[src/rtl/params_pkg.sv]
// Shared constants and the arbiter state encoding for the memory arbiter slice.
package params_pkg;

    localparam int ADDR_WIDTH = 32;
    localparam int LINE_WIDTH = 128;

    typedef enum logic [1:0] {
        IDLE    = 2'd0,
        BUSY_IF = 2'd1,
        BUSY_DC = 2'd2
    } arb_state_t;

endpackage

[src/rtl/arb_perf_counters.sv]
// Grant and busy-cycle counters for mem_arbiter; built only with ARB_PERF_CNT_EN.
`ifdef ARB_PERF_CNT_EN
module arb_perf_counters (
    input  logic        clk_i,
    input  logic        rst_ni,
    input  logic        if_gnt,
    input  logic        dc_gnt,
    input  logic        busy,
    output logic [31:0] if_gnt_cnt,
    output logic [31:0] dc_gnt_cnt,
    output logic [31:0] busy_cyc_cnt
);

    // Counters wrap naturally at 2^32.
    always_ff @(posedge clk_i or negedge rst_ni) begin
        if (!rst_ni) begin
            if_gnt_cnt   <= '0;
            dc_gnt_cnt   <= '0;
            busy_cyc_cnt <= '0;
        end else begin
            if (if_gnt) if_gnt_cnt <= if_gnt_cnt + 32'd1;
            if (dc_gnt) dc_gnt_cnt <= dc_gnt_cnt + 32'd1;
            if (busy)   busy_cyc_cnt <= busy_cyc_cnt + 32'd1;
        end
    end

endmodule
`endif

[src/rtl/mem_arbiter.sv]
// Two-port (fetch/data) arbiter onto a single-outstanding memory port.
// Optional perf counters under macro ARB_PERF_CNT_EN.
//
// state   | meaning
// IDLE    | no transaction outstanding; grant decided combinationally
// BUSY_IF | fetch read in flight, waiting for mem_ack_i
// BUSY_DC | data read/write in flight, waiting for mem_ack_i
module mem_arbiter #(
    parameter int ADDR_WIDTH   = params_pkg::ADDR_WIDTH,
    parameter int LINE_WIDTH   = params_pkg::LINE_WIDTH,
    parameter int STARVE_LIMIT = 4
) (
    input  logic                  clk_i,
    input  logic                  rst_ni,
    input  logic                  if_req_i,
    input  logic [ADDR_WIDTH-1:0] if_addr_i,
    output logic                  if_gnt_o,
    output logic                  if_rsp_valid_o,
    output logic [LINE_WIDTH-1:0] if_rsp_data_o,
    input  logic                  dc_req_i,
    input  logic                  dc_wr_i,
    input  logic [ADDR_WIDTH-1:0] dc_addr_i,
    input  logic [LINE_WIDTH-1:0] dc_wdata_i,
    output logic                  dc_gnt_o,
    output logic                  dc_rsp_valid_o,
    output logic [LINE_WIDTH-1:0] dc_rsp_data_o,
    output logic                  mem_req_o,
    output logic                  mem_wr_o,
    output logic [ADDR_WIDTH-1:0] mem_addr_o,
    output logic [LINE_WIDTH-1:0] mem_wdata_o,
    input  logic                  mem_ack_i,
    input  logic [LINE_WIDTH-1:0] mem_rdata_i
`ifdef ARB_PERF_CNT_EN
    ,
    output logic [31:0]           if_gnt_cnt_o,
    output logic [31:0]           dc_gnt_cnt_o,
    output logic [31:0]           busy_cyc_cnt_o
`endif
);

    import params_pkg::*;

    localparam int CNT_W = $clog2(STARVE_LIMIT + 1);

    arb_state_t       state;
    logic [CNT_W-1:0] starve_cnt;
    logic             starved;

    assign starved = (starve_cnt == CNT_W'(STARVE_LIMIT));

    // Grants are gated by rst_ni so they drop asynchronously with the rest of the outputs.
    always_comb begin
        if_gnt_o = 1'b0;
        dc_gnt_o = 1'b0;
        if (rst_ni && state == IDLE) begin
            if (if_req_i && (starved || !dc_req_i)) begin
                if_gnt_o = 1'b1;
            end else if (dc_req_i) begin
                dc_gnt_o = 1'b1;
            end
        end
    end

    always_ff @(posedge clk_i or negedge rst_ni) begin
        if (!rst_ni) begin
            state          <= IDLE;
            starve_cnt     <= '0;
            mem_req_o      <= 1'b0;
            mem_wr_o       <= 1'b0;
            mem_addr_o     <= '0;
            mem_wdata_o    <= '0;
            if_rsp_valid_o <= 1'b0;
            if_rsp_data_o  <= '0;
            dc_rsp_valid_o <= 1'b0;
            dc_rsp_data_o  <= '0;
        end else begin
            if_rsp_valid_o <= 1'b0;
            dc_rsp_valid_o <= 1'b0;
            case (state)
                IDLE: begin
                    if (if_gnt_o) begin
                        state       <= BUSY_IF;
                        mem_req_o   <= 1'b1;
                        mem_wr_o    <= 1'b0;
                        mem_addr_o  <= if_addr_i;
                        mem_wdata_o <= '0;
                        starve_cnt  <= '0;
                    end else if (dc_gnt_o) begin
                        state       <= BUSY_DC;
                        mem_req_o   <= 1'b1;
                        mem_wr_o    <= dc_wr_i;
                        mem_addr_o  <= dc_addr_i;
                        mem_wdata_o <= dc_wdata_i;
                        if (if_req_i && !starved) starve_cnt <= starve_cnt + CNT_W'(1);
                    end
                end
                BUSY_IF: begin
                    if (mem_ack_i) begin
                        state          <= IDLE;
                        mem_req_o      <= 1'b0;
                        if_rsp_valid_o <= 1'b1;
                        if_rsp_data_o  <= mem_rdata_i;
                    end
                end
                BUSY_DC: begin
                    if (mem_ack_i) begin
                        state          <= IDLE;
                        mem_req_o      <= 1'b0;
                        dc_rsp_valid_o <= 1'b1;
                        // Writes complete with an all-zero response line.
                        dc_rsp_data_o  <= mem_wr_o ? '0 : mem_rdata_i;
                    end
                end
                default: state <= IDLE;
            endcase
        end
    end

`ifdef ARB_PERF_CNT_EN
    arb_perf_counters u_perf (
        .clk_i        (clk_i),
        .rst_ni       (rst_ni),
        .if_gnt       (if_gnt_o),
        .dc_gnt       (dc_gnt_o),
        .busy         (state != IDLE),
        .if_gnt_cnt   (if_gnt_cnt_o),
        .dc_gnt_cnt   (dc_gnt_cnt_o),
        .busy_cyc_cnt (busy_cyc_cnt_o)
    );
`endif

endmodule

[config.mk]
export PLATFORM = sky130hd
export DESIGN_NAME = mem_arbiter
export DESIGN_NICKNAME = d
export VERILOG_FILES = /design/src/rtl/params_pkg.sv /design/src/rtl/arb_perf_counters.sv /design/src/rtl/mem_arbiter.sv
export SDC_FILE = /design/constraint.sdc
export NUM_CORES = 1
export LEC_CHECK = 0
export BUFFER_PORTS_ARGS = -buffer_cell sky130_fd_sc_hd__clkbuf_2
export CELL_PAD_IN_SITES_DETAIL_PLACEMENT = 0
export CELL_PAD_IN_SITES_GLOBAL_PLACEMENT = 1
export CORE_AREA = 2 2 292 294
export DETAILED_ROUTE_END_ITERATION = 16
export DIE_AREA = 0 0 294 296
export MAX_ROUTING_LAYER = met4
export PLACE_DENSITY = 0.57
export SLEW_MARGIN = 15
export SYNTH_ARGS = -nofsm -noshare
export SYNTH_HDL_FRONTEND = slang
export SYNTH_HIERARCHICAL = 1
export SYNTH_SLANG_ARGS = --single-unit
[constraint.sdc]
create_clock -name clk_i -period 3.5 [get_ports clk_i]
set_input_delay 0.35 -clock clk_i [delete_from_list [all_inputs] [get_ports clk_i]]
set_output_delay 0.35 -clock clk_i [all_outputs]
set_load 0.01 [all_outputs]
==> impl_metrics.toml <==
[yosys]
yosysTopAreaCellShare_pct = 62.8
ys_ff_latch = 425
synth_seq_area_share_pct = 62.8
ys_types = 30
syn_nets = 1686
ys.flop_type = "dfrtp_1"
yosysMostFrequentCell = "dfrtp_1"
synth-edff-count = 0
yosys-top-cells-count = "dfrtp_1 (425), nand2_1 (215), mux2_2 (159)"
synthCells = 1354
yosysTopAreaCell = "dfrtp_1"
syn-cell-area_mm2 = 0.0169
yosys_warnings = 6
synth_area_per_cell_um2 = 12.5
async_flop_share_pct = 100
synth_area_leaders = "dfrtp_1 (63%), mux2_2 (11%), nand2b_1 (4.8%), nand2_1 (4.8%), a22o_1 (4.6%)"

[floorplan]
die_w_um = 294
die_area_mm2 = 0.0870
start_util_pct = 20.1
row_count = 107
io_pins = 748
core_mm2 = 0.0842
die_h_um = 296

[clocking]
insertion_delay_ps = 590
cts_buffer_depth = 3
cts_resized = 0
cts_tree = "yes"
clk_pin_slew_ps = 60
cts_setup_buffers = 0
cts_root_buffer = "clkbuf_16"
numCtsBuffers = 51
clock-sinks = 425
htreeDepth = 2

[timing]
setup_tns_ps = 0
worst_pin_slew_ps = 992
finalSetupViolCount = 0
fin_crit_sh_pct = 86.0
fmax_mhz = 332
finalWorstSetupSlack_ps = 489
maxSlewViolCount = 0
post-route-min-period_ps = 3010
fin_worst_skew_ps = 14.6
maxSlewHeadroom_pct = 33.9
hold_viol_final = 0
rsz0062_at_grt = "false"

[setup_path]
endpoint_kind = "output pin"
cp-start-kind = "flip-flop"
critical_path_arrival_ps = 2660
path_class = "reg -> out"
crit_fanout = 36
crit_required_ps = 3150

[power]
leakage_nw = 13.1
p_per_area_mw_per_mm2 = 860
ir_drop_mv = 0.344

[worst_hold_path]
hold_path.class = "in -> reg"

[routing]
drt-total-wl_um = 58900
wire_per_inst_um = 16.9
via_count = 14200
first_pass_iters = 5
drcViolationCount = 0
ant_nets = 0
drt_iter0_markers = 495
via_per_inst = 4.06

[global_routing]
overflow = 0
first_global_vias = 15000
grt_pass1_wl_um = 88600
antenna_found_initial = 4
grt_max_degree = 146
grtUsageTotal_pct = 13.4

[place]
dpl.hpwl_um = 42100
port_buffers = 747
gp_congestion = 0.856
dp_slack_ps = 943

[final_layout]
syn_to_final_growth_pct = 55.3
fin_nets = 2689
finish.utilization_pct = 31.2
drive_gt1_share_pct = 43.8

[run_status]
status = "finished clean"

[run]
max-cap-violations = 0
-- metal layers --
metal,wire [µm],vias up,part of all wire (%),global-route usage [%]
li1,-,6634,-,-
met1,23700,6904,40,15.4
met2,29400,519,50,22.6
met3,4140,102,7.0,3.65
met4,1690,0,2.9,4.28
met5,0,-,0,-
-- report_power, final --
group | total [mW] | switching (mW) | internal [mW]
logic | 8.57 | 4.49 | 4.08
clock network | 5.27 | 2.14 | 3.13
registers | 8.77 | 1.48 | 7.29
total | 22.6 | 8.11 | 14.5
-- flip-flops by register name, summed over array words and instances, names as in the netlist, 2 cells and up --
register,cells
dc_rsp_data_o,128
if_rsp_data_o,128
mem_addr_o,32
mem_wdata_o,128
state,2
starve_cnt,3
-- cell type report --
type                    instances  area [µm²]
fillers                      8714       57900
flip-flops and latches        425       10600
repair buffers               1047        6820
multi-input cells             823        5770
clock buffers                  71        1420
well taps                    1090        1360
clock inverters                20         231
inverters                       9        33.8
diodes                          1        2.50
-- logic make-up (layout without fill, tap and decap cells) --
logic type | Yosys count | count (layout) | share of synthesized area [%]
adder cells (fa/ha/maj) | 6 | 6 | 0.444
flip-flops | 425 | 425 | 62.8
AO/OA/AOI/OAI | 274 | 274 | 10.3
multiplexers | 190 | 190 | 13.3
buffers and inverters | 106 | 1147 | 3.25
other | 0 | 1 | 0
AND/OR/NAND/NOR | 353 | 353 | 9.85
-- through the flow --
| stage | area, µm² | hold slack, ps | std cells | total power, mW |
|---|---|---|---|---|
| floorplan | 16900 | 54.4 | 1354 | 13.1 |
| detailed placement | 21900 | 311 | 3122 | 17.3 |
| finish | 26300 | 38.8 | 3486 | 22.6 |
| CTS | 26300 | 1.97 | 3485 | 23.0 |
| global placement | 21900 | 307 | 3122 | 17.1 |
| global route | 26300 | 7.21 | 3486 | 24.1 |
-- worst max-delay path, stage by stage, from the launching register on --
cell	delay, ps
dfrtp_1	410
inv_1	120
ha_1	360
nand3_4	440
a31oi_4	530
clkbuf_2	220
-- worst paths after layout --
path	slack (ps)	endpoint	startpoint	cells after the start
worst min register to register	470	dc_rsp_data_o[75]	dc_rsp_data_o[75]	2
worst min-delay path	40	mem_wdata_o[125]	dc_wdata_i[125]	3
max in group asynchronous	1100	dc_rsp_data_o[110]	rst_ni	4
worst max register to register	920	mem_addr_o[18]	state[0]	6
worst max-delay path	490	dc_gnt_o	state[0]	5
min in group asynchronous	380	dc_rsp_data_o[27]	rst_ni	2
-- repair_timing --
action / in CTS / in global routing
endpoints found under the setup margin: 0 / 0
hold buffers: 272 / 0
hold endpoints to repair: 407 / 0
-- cell usage in the layout, fill, tap and decap left out, drive strengths merged, types with 6 or more instances in the layout --
cell	count
clkbuf	817
dfrtp	425
dlygate4sd3	272
nand2	215
mux2	190
o21ai	133
nand2b	130
a22o	88
a21oi	44
buf	29
clkinv	13
inv	10
ha	6
Power figures use the tool's default switching activity.
